==> src/rtl/wb_arb_pkg.sv <==
`default_nettype none
// +------------------------------------------------------------------+
// | wb_arb_pkg                                                       |
// | Shared definitions for the two-master wishbone GPIO arbiter:     |
// | arbiter state encoding and watchdog counter width.               |
// | Rev 1.0 - initial release                                        |
// +------------------------------------------------------------------+
package wb_arb_pkg;

   localparam int TCNT_W = 8;

   typedef enum logic [1:0] {
      ARB_IDLE = 2'd0,
      ARB_GNT0 = 2'd1,
      ARB_GNT1 = 2'd2,
      ARB_ERR  = 2'd3
   } arb_state_t;

endpackage
`default_nettype wire

==> src/rtl/wb_arb_rr2.sv <==
`default_nettype none
// +------------------------------------------------------------------+
// | wb_arb_rr2                                                       |
// | Two-way round-robin picker. A lone requester always wins; on a   |
// | tie the master that was NOT granted last wins.                   |
// | Ports: req[1:0] requests, last = last master granted,            |
// |        pick[1:0] one-hot winner (0 when nobody requests).        |
// | Rev 1.0 - initial release                                        |
// +------------------------------------------------------------------+
module wb_arb_rr2 (
   input  logic [1:0] req,
   input  logic       last,
   output logic [1:0] pick
);

   always_comb begin
      pick = req;
      if (req == 2'b11) begin
         pick = last ? 2'b01 : 2'b10;
      end
   end

endmodule
`default_nettype wire

==> src/rtl/wb_gpio_arbiter.sv <==
`default_nettype none
// +------------------------------------------------------------------+
// | wb_gpio_arbiter                                                  |
// | Shares one wishbone slave (GPIO) between two masters with        |
// | round-robin grant, data/ack steering, ack-drain handshake and a  |
// | per-transfer watchdog that errors the owner if no ack arrives.   |
// | Ports: clk, rst (async, active low); mN_* master N bus (N=0,1);  |
// |        s_* slave bus; s_int_i/int_o interrupt; grant_o debug.    |
// | Rev 1.0 - initial release                                        |
// +------------------------------------------------------------------+
module wb_gpio_arbiter
   import wb_arb_pkg::*;
#(
   parameter int TIMEOUT = 255
) (
   input  logic        clk,
   input  logic        rst,
   input  logic        m0_cyc_i,
   input  logic        m0_stb_i,
   input  logic        m0_we_i,
   input  logic [3:0]  m0_sel_i,
   input  logic [31:0] m0_adr_i,
   input  logic [31:0] m0_dat_i,
   output logic [31:0] m0_dat_o,
   output logic        m0_ack_o,
   output logic        m0_err_o,
   input  logic        m1_cyc_i,
   input  logic        m1_stb_i,
   input  logic        m1_we_i,
   input  logic [3:0]  m1_sel_i,
   input  logic [31:0] m1_adr_i,
   input  logic [31:0] m1_dat_i,
   output logic [31:0] m1_dat_o,
   output logic        m1_ack_o,
   output logic        m1_err_o,
   output logic        s_cyc_o,
   output logic        s_stb_o,
   output logic        s_we_o,
   output logic [3:0]  s_sel_o,
   output logic [31:0] s_adr_o,
   output logic [31:0] s_dat_o,
   input  logic [31:0] s_dat_i,
   input  logic        s_ack_i,
   input  logic        s_int_i,
   output logic        int_o,
   output logic [1:0]  grant_o
);

   // Counter value at which a still-unacked strobe trips the watchdog.
   // The error becomes visible TIMEOUT+1 cycles after the strobe rose.
   localparam logic [TCNT_W-1:0] c_TCNT_LIMIT = TCNT_W'(TIMEOUT);

   arb_state_t        r_state;
   logic              r_last;
   logic              r_drain;
   logic [TCNT_W-1:0] r_tcnt;
   logic              r_int;

   logic              w_gnt0;
   logic              w_gnt1;
   logic              w_stb_sel;
   logic              w_ack;
   logic              w_wait;
   logic              w_own_cyc;
   logic [1:0]        w_req;
   logic [1:0]        w_pick;

   assign w_gnt0 = (r_state == ARB_GNT0);
   assign w_gnt1 = (r_state == ARB_GNT1);

   assign w_req = {m1_cyc_i & m1_stb_i, m0_cyc_i & m0_stb_i};

   wb_arb_rr2 u_rr2 (
      .req  (w_req),
      .last (r_last),
      .pick (w_pick)
   );

   // Slave-side steering: only a live grant drives the slave bus.
   always_comb begin
      w_stb_sel = 1'b0;
      s_cyc_o   = 1'b0;
      s_we_o    = 1'b0;
      s_sel_o   = '0;
      s_adr_o   = '0;
      s_dat_o   = '0;
      if (w_gnt0) begin
         w_stb_sel = m0_stb_i;
         s_cyc_o   = m0_cyc_i;
         s_we_o    = m0_we_i;
         s_sel_o   = m0_sel_i;
         s_adr_o   = m0_adr_i;
         s_dat_o   = m0_dat_i;
      end else if (w_gnt1) begin
         w_stb_sel = m1_stb_i;
         s_cyc_o   = m1_cyc_i;
         s_we_o    = m1_we_i;
         s_sel_o   = m1_sel_i;
         s_adr_o   = m1_adr_i;
         s_dat_o   = m1_dat_i;
      end
   end

   // Strobe is masked while draining so a held slave ack is never
   // mistaken for the acknowledge of the next transfer.
   assign s_stb_o   = w_stb_sel & ~r_drain;
   assign w_ack     = s_ack_i & s_stb_o;
   assign w_wait    = s_stb_o & ~s_ack_i;
   // In GNT/ERR r_last always names the owning master.
   assign w_own_cyc = r_last ? m1_cyc_i : m0_cyc_i;

   assign m0_ack_o = w_ack & w_gnt0;
   assign m1_ack_o = w_ack & w_gnt1;
   assign m0_dat_o = w_gnt0 ? s_dat_i : '0;
   assign m1_dat_o = w_gnt1 ? s_dat_i : '0;
   assign m0_err_o = (r_state == ARB_ERR) & ~r_last;
   assign m1_err_o = (r_state == ARB_ERR) &  r_last;
   assign grant_o  = {w_gnt1, w_gnt0};
   assign int_o    = r_int;

   always_ff @(posedge clk or negedge rst) begin
      if (!rst) begin
         r_state <= ARB_IDLE;
         r_last  <= 1'b1;
         r_drain <= 1'b0;
         r_tcnt  <= '0;
         r_int   <= 1'b0;
      end else begin
         r_int <= s_int_i;
         case (r_state)
            ARB_IDLE: begin
               r_drain <= 1'b0;
               r_tcnt  <= '0;
               if (w_pick[0]) begin
                  r_state <= ARB_GNT0;
                  r_last  <= 1'b0;
               end else if (w_pick[1]) begin
                  r_state <= ARB_GNT1;
                  r_last  <= 1'b1;
               end
            end

            ARB_GNT0, ARB_GNT1: begin
               if (w_ack) begin
                  r_drain <= 1'b1;
               end else if (!s_ack_i) begin
                  r_drain <= 1'b0;
               end

               if (w_wait) begin
                  if (r_tcnt == c_TCNT_LIMIT) begin
                     r_state <= ARB_ERR;
                     r_tcnt  <= '0;
                  end else begin
                     r_tcnt <= r_tcnt + TCNT_W'(1);
                  end
               end else begin
                  r_tcnt <= '0;
               end

               // Release waits for the slave to drop a pending ack so the
               // next owner never inherits it.
               if (!w_own_cyc && !r_drain && !w_ack) begin
                  r_state <= ARB_IDLE;
                  r_tcnt  <= '0;
               end
            end

            ARB_ERR: begin
               r_drain <= 1'b0;
               r_tcnt  <= '0;
               if (!w_own_cyc) begin
                  r_state <= ARB_IDLE;
               end
            end

            default: r_state <= ARB_IDLE;
         endcase
      end
   end

endmodule
`default_nettype wire

==> config.mk <==
export PLATFORM = sky130hd
export DESIGN_NAME = wb_gpio_arbiter
export DESIGN_NICKNAME = d
export VERILOG_FILES = /design/src/rtl/wb_arb_pkg.sv /design/src/rtl/wb_arb_rr2.sv /design/src/rtl/wb_gpio_arbiter.sv
export SDC_FILE = /design/constraint.sdc
export NUM_CORES = 1
export LEC_CHECK = 0
export ABC_CLOCK_PERIOD_IN_PS = 1700
export CAP_MARGIN = 20
export CORE_AREA = 2 2 125 127
export DETAILED_ROUTE_END_ITERATION = 10
export DIE_AREA = 0 0 127 129
export GPL_TIMING_DRIVEN = 1
export PLACE_DENSITY_LB_ADDON = 0.12
export SKIP_LAST_GASP = 1
export SYNTH_ARGS = -nofsm -noshare
export SYNTH_HDL_FRONTEND = slang
export SYNTH_SLANG_ARGS = --single-unit
export TNS_END_PERCENT = 1
==> constraint.sdc <==
create_clock -name clk -period 1.7 [get_ports clk]
set_input_delay 0.34 -clock clk [delete_from_list [all_inputs] [get_ports clk]]
set_output_delay 0.34 -clock clk [all_outputs]
set_load 0.05 [all_outputs]
==> results.py, run 1 <==
metrics = {
    "synthesis": {
        "synth_edf_count": 0,
        "async_reset_ff_share_pct": 100.0,
        "syn_avg_cell_area_sq_um": 6.980,
        "yosysWarnings": 0,
        "ys_seq_area_share_pct": 16.02,
        "syn_area_sq_um": 2038,
        "synthFlopType": "dfrtp_1",
        "synth_cell_types": 37,
        "synthesis.nets": 475,
        "syn_inst": 292,
        "ys_seq_elements": 13,
    },
    "final_layout": {
        "syn2layout_area_growth_pct": 241.3,
        "layout_commonest_cell": "clkdlybuf4s50_1",
        "multi_input_area_sq_um": 1780,
        "antennaDiodeCount": 0,
        "nFillCells": 1408,
        "regArea_sq_um": 329.1,
        "layout_common_cells": "177 x clkdlybuf4s50_1, 101 x buf_12, 60 x nand2_1",
        "fin_area_sq_um": 6957,
        "fin_nets": 802,
        "drive_above_1_share_pct": 44.17,
    },
    "floorplanning": {
        "start_util_pct": 13.61,
        "core_sq_um": 14980,
        "ioPinCount": 320,
        "num_rows": 45,
        "die_area_sq_um": 16380,
        "die_x_um": 127,
        "die_h_um": 129,
    },
    "setup_path": {
        "rr_startpoint": "r_state[0]$_DFFE_PN0P_",
        "cp-end-kind": "output pin",
        "critPathKind": "reg2out",
        "path_max_fanout": 11,
        "rrSetupSlack_ns": -0.12,
        "rr_worst_depth": 9,
        "startpoint": "r_state[0]$_DFFE_PN0P_",
        "rr_endpoint": "r_state[1]$_DFFE_PN0P_",
        "worstPathRequired_ns": 1.36,
        "arrival_ns": 1.71,
        "worst_setup_path_start_kind": "register",
    },
    "clock_tree": {
        "postCtsHoldBufs": 0,
        "clk_latency_ns": 0.24,
        "clock_sinks": 13,
        "cts_tree": "done",
        "path_clk_slew_ns": 0.05,
        "htree_num_levels": 1,
        "cts_buffers": 3,
        "cts_root_buf": "clkbuf_16",
        "cts_max_path_buffers": 2,
    },
    "placed_design": {
        "post-dp-hpwl_um": 13580,
        "dp_slack_ns": -0.2044,
        "numPortBuffers": 319,
        "place.gp.congestion": 0.8660,
        "dpl-instance-area_sq_um": 6630,
    },
    "min_path": {
        "hold_path_class": "in2async",
    },
    "routing": {
        "drt_wl_total_um": 16290,
        "ant_nets": 0,
        "viasPerCell": 4.242,
        "dr.pass1.iters": 4,
        "drt_iter0_drc": 128,
        "wl_per_cell_um": 20.20,
        "drc_errors": 0,
        "num_vias": 3419,
    },
    "sta": {
        "period_minus_slack_ns": 2.054,
        "finalClockSkew_ns": 0.002759,
        "drv_slew": 0,
        "clock.fmax_ghz": 0.4868,
        "fin_crit_sh_pct": 120.8,
        "hold_violations": 0,
        "grt_setup_unrepaired": "true",
        "slew_headroom_pct": 80.93,
        "fin_ws_ns": -0.3541,
        "setup_viol": 148,
        "worst_slew_pin_slew_ns": 0.2861,
    },
    "global_route": {
        "grtUsageTotal_pct": 18.25,
        "grt_max_degree": 53,
        "grt_pass1_vias": 3316,
        "grt_pass1_wl_um": 22620,
        "grt_overflow": 0,
        "antenna_found_initial": 2,
    },
    "power": {
        "internal-power_mw": 6.164,
        "clkPwrFrac_pct": 3.3,
        "combPwrFrac_pct": 93.5,
        "power_mw": 13.47,
        "ir_drop_v": 0.0009243,
        "seq_power_share_pct": 3.2,
        "power.switching_mw": 7.311,
        "sw_frac_of_total_pct": 54.26,
        "power.density_nw_per_um2": 1937,
        "power_leakage_nw": 2.880,
    },
    "outcome": {
        "status": "finished with violations",
        "violations": "negative setup slack",
    },
    "job": {
        "max_cap_violations": 0,
    },
}
final cells by class:
type	count	area share, %
clock buffers	3	1.079
clock inverters	1	0.07194
inverters	3	0.1619
multi-input cells	248	25.59
flip-flops and latches	13	4.730
well taps	188	3.381
repair buffers	350	64.98
sequential cells by signal, summed over array words and instances (netlist names):
name and count:
int_o 1, r_drain 1, r_last 1, r_state 2, r_tcnt 8
power groups by stage:
stage          sequential (mW)  combinational (mW)  clock [mW]
6_report                 0.435                12.6       0.443
5_1_grt                  0.443                13.1       0.472
4_1_cts                  0.433                12.6       0.459
3_5_place_dp             0.439                12.1           0
3_3_place_gp             0.435                12.1           0
2_1_floorplan            0.438                6.68           0
routing by layer:
layer | global-route usage, % | vias up | wire [um]
met1 | 23.17 | 1596 | 6599
met3 | 4.116 | 12 | 1159
met4 | 2.456 | 2 | 139
met2 | 32.51 | 144 | 8373
li1 | - | 1665 | -
met5 | 0 | - | 13
how the worst max path moves through the flow:
stage / end / slack (ns) / cells past startpoint
detailed placement: r_state[1]$_DFFE_PN0P_ / -0.20 / 6
global placement: m0_ack_o / -0.14 / 5
CTS: s_we_o / -0.37 / 7
global route: s_adr_o[12] / -0.42 / 6
floorplan: m0_ack_o / -0.26 / 6
finish: s_adr_o[12] / -0.35 / 6
cell usage after synthesis, drive strengths merged, types with 4 or more instances:
cell	n	area, sq um
and2	67	420.4
dfrtp	12	300.3
clkbuf	16	60.06
nand3	4	20.02
buf	12	62.56
nand2	60	225.2
ha	5	62.56
o21ai	29	145.1
a22o	44	385.4
nor2	10	37.54
a21oi	4	31.28
and3	4	26.28
cells by family after synthesis:
family | after synthesis | synth area share (%)
buffers and inverters | 31 | 6.569
XOR/XNOR | 6 | 2.579
flip-flops | 13 | 16.02
multiplexers | 2 | 1.228
AO/OA/AOI/OAI | 85 | 32.11
AND/OR/NAND/NOR | 150 | 38.43
adder cells (fa/ha/maj) | 5 | 3.069
repair_timing:
action | CTS | global route
pin swaps | 0 | 1
setup buffers | 4 | 0
endpoints found under the setup margin | 146 | 149
resized for setup | 30 | 7
gates cloned | 2 | 1
worst max-delay path: stages (launching register included):
cell,delay (ns)
dfrtp_2,0.43
inv_2,0.09
ha_4,0.13
nor2b_4,0.19
bufbuf_16,0.31
a22o_2,0.14
buf_4,0.19
through the flow:
stage,util (%),TNS (ns),instances,hold slack [ns]
after floorplan,-,-22.32,292,0.04441
after global placement,44.27,-6.754,795,0.4709
after detailed placement,44.27,-9.905,795,0.4853
after CTS,46.12,-41.99,805,0.4106
after global routing,46.45,-49.15,806,0.4221
final,46.45,-37.30,806,0.4080
No activity file was read; power rests on OpenSTA's default activity.
==> run 2, diff against run 1 <==
--- a/config.mk
+++ b/config.mk
@@ -5,6 +5,7 @@
 export SDC_FILE = /design/constraint.sdc
 export NUM_CORES = 1
 export LEC_CHECK = 0
+export ABC_AREA = 1
 export ABC_CLOCK_PERIOD_IN_PS = 1700
 export CAP_MARGIN = 20
 export CORE_AREA = 2 2 125 127
==> run 2 against run 1 <==
The flow still finishes with violations (negative setup slack). Sequential cell count is the same. Cell area grew 8.6%. Die area is the same. Via count grew 19%. Clock power grew 2%. Critical path type unchanged.
==> results.py, run 2 <==
metrics = {
    "outcome": {
        "status": "finished with violations",
        "violations": "negative setup slack",
    },
    "placed_design": {
        "post-dp-hpwl_um": 12870,
        "dpl-instance-area_sq_um": 7410,
        "numPortBuffers": 319,
        "place.gp.congestion": 0.8364,
        "place_inst": 977,
        "dp_slack_ns": -0.2033,
    },
    "power": {
        "power_mw": 13.04,
        "power_leakage_nw": 3.803,
        "ir_drop_v": 0.0006889,
        "power.density_nw_per_um2": 1727,
    },
    "final_layout": {
        "antennaDiodeCount": 0,
        "top_register": "r_tcnt",
        "layout_common_cells": "223 x nand2_1, 177 x clkdlybuf4s50_1, 148 x buf_12",
        "fin_nets": 979,
        "fin_area_sq_um": 7553,
        "reg_top3": "r_tcnt: 8 flops, r_state: 2 flops",
        "largest_reg_flops": 8,
        "utilization_pct": 50.43,
        "syn2layout_area_growth_pct": 217.6,
        "layout_commonest_cell": "nand2_1",
        "drive_above_1_share_pct": 25.03,
        "fin_cells": 983,
    },
    "sta": {
        "fin_crit_sh_pct": 117.0,
        "clock.fmax_ghz": 0.5028,
        "finalClockSkew_ns": 0.001723,
        "fin_tns_setup_ns": -27.25,
        "drv_slew": 0,
        "fin_ws_ns": -0.2890,
        "slew_headroom_pct": 61.62,
        "hold_violations": 0,
        "setup_viol": 148,
        "period_minus_slack_ns": 1.989,
        "whs_ns": 0.4703,
        "grt_setup_unrepaired": "true",
        "worst_slew_pin_slew_ns": 0.5739,
    },
    "routing": {
        "wl_per_cell_um": 15.47,
        "num_vias": 4085,
        "ant_nets": 0,
        "drt_wl_total_um": 15210,
        "drc_errors": 0,
        "drt_iter0_drc": 171,
        "dr.pass1.iters": 4,
        "viasPerCell": 4.156,
    },
    "setup_path": {
        "path_cells": "inv_2 -> ha_4 -> nand2_4 -> nand3_4 -> clkinvlp_4 -> nand3_2 -> clkinvlp_4 -> buf_12",
        "rrSetupSlack_ns": -0.03,
        "worstPathRequired_ns": 1.36,
        "path_max_fanout": 6,
        "worst_setup_path_start_kind": "register",
        "crit_path_max_incr_delay_ns": 0.41,
        "cpMaxStageDelayCell": "dfrtp_1",
        "path_delay_family": "buffers and inverters",
        "critPathBufInv": 4,
        "critPathKind": "reg2out",
        "startpoint": "r_state[1]$_DFFE_PN0P_",
        "cp-end-kind": "output pin",
        "arrival_ns": 1.65,
        "rr_startpoint": "r_state[0]$_DFFE_PN0P_",
        "timing.critical_path.mode_cell": "clkinvlp_4",
    },
    "synthesis": {
        "yosysTopAreaCellShare_pct": 35.35,
        "synth_compound_area_share_pct": 2.262,
        "syn_area_sq_um": 2379,
        "synth_top_area_cell": "nand2_1",
        "synth_adder_area_share_pct": 2.630,
        "synthXorXnorAreaFrac_pct": 2.209,
        "yosys-top-cells-area": "nand2_1 35%, nand3_1 17%, inv_1 13%",
        "syn_inst": 477,
        "synth_commonest_cells": "224 x nand2_1, 83 x inv_1, 81 x nand3_1, 18 x buf_2, 12 x dfrtp_1",
        "synth-simple-area-share_pct": 58.55,
        "yosysWarnings": 0,
        "synthFlopType": "dfrtp_1",
        "synth_cell_types": 29,
        "synthesis.nets": 660,
        "async_reset_ff_share_pct": 100.0,
        "synthMuxAreaShare_pct": 0,
        "synth_top_family_by_area": "simple AND/OR/NAND/NOR gates",
        "yosys.cell_count.top_type": "nand2_1",
        "ys_seq_elements": 13,
        "ys_seq_area_share_pct": 13.73,
        "syn_avg_cell_area_sq_um": 4.986,
        "synth_edf_count": 0,
    },
    "floorplanning": {
        "num_rows": 45,
        "start_util_pct": 15.88,
        "die_h_um": 129,
        "ioPinCount": 320,
        "die_x_um": 127,
        "die_area_sq_um": 16380,
        "core_sq_um": 14980,
    },
    "clock_tree": {
        "cts_root_buf": "clkbuf_16",
        "cts_buffers": 3,
        "path_clk_slew_ns": 0.05,
        "postCtsHoldBufs": 0,
        "htree_num_levels": 1,
        "cts_max_path_buffers": 2,
        "clock_sinks": 13,
        "cts_tree": "done",
        "clk_latency_ns": 0.24,
    },
    "global_route": {
        "grt_overflow": 0,
        "grt_pass1_wl_um": 22470,
        "grtUsageTotal_pct": 17.36,
        "grt_max_degree": 36,
        "grt_pass1_vias": 3937,
        "antenna_found_initial": 0,
    },
    "job": {
        "max_cap_violations": 0,
    },
    "min_path": {
        "hold_path_class": "in2async",
    },
}
## run 2: routing by layer
metal	vias up	track usage (%)	wire, um
li1	2062	-	-
met1	1797	20.67	5673
met2	208	32.42	7997
met3	18	3.410	1227
met4	0	3.555	308
met5	-	0	0
## run 2: layout make-up
type,count,area [sq um]
timing repair buffer,347,4947
multi-input combinational,344,1623
clock buffer,4,78.83
sequential,13,327.8
fill,1381,7423
inverter,87,341.6
tap,188,235.2
## run 2: logic make-up after synthesis
family,count (synthesis)
flops,13
fa+ha+maj,5
compound gates,7
xor+xnor,6
buf+inv,120
simple gates,326
## run 2: what timing repair did
item,in CTS,in global routing
pin swaps,3,3
buffers inserted,1,1
endpoints found under the setup margin,149,151
cloned,1,0
gates resized for setup,7,4
## run 2: final timing paths
check / endpoint / cells after the start
worst max-delay path: m0_ack_o / 8
worst min-delay path: r_tcnt[2]$_DFF_PN0_ / 1
worst max register to register: r_tcnt[5]$_DFF_PN0_ / 10
worst min register to register: r_tcnt[0]$_DFF_PN0_ / 1
max in group asynchronous: r_state[0]$_DFFE_PN0P_ / 1
min in group clk: r_tcnt[0]$_DFF_PN0_ / 1
## run 2: power breakdown
group | switching (mW) | leakage (nW) | internal, mW | total, mW
combinational | 6.76 | 3.59 | 5.42 | 12.2
clock | 0.133 | 0.0382 | 0.317 | 0.450
sequential | 0.0452 | 0.172 | 0.367 | 0.412
total | 6.94 | 3.80 | 6.10 | 13.0
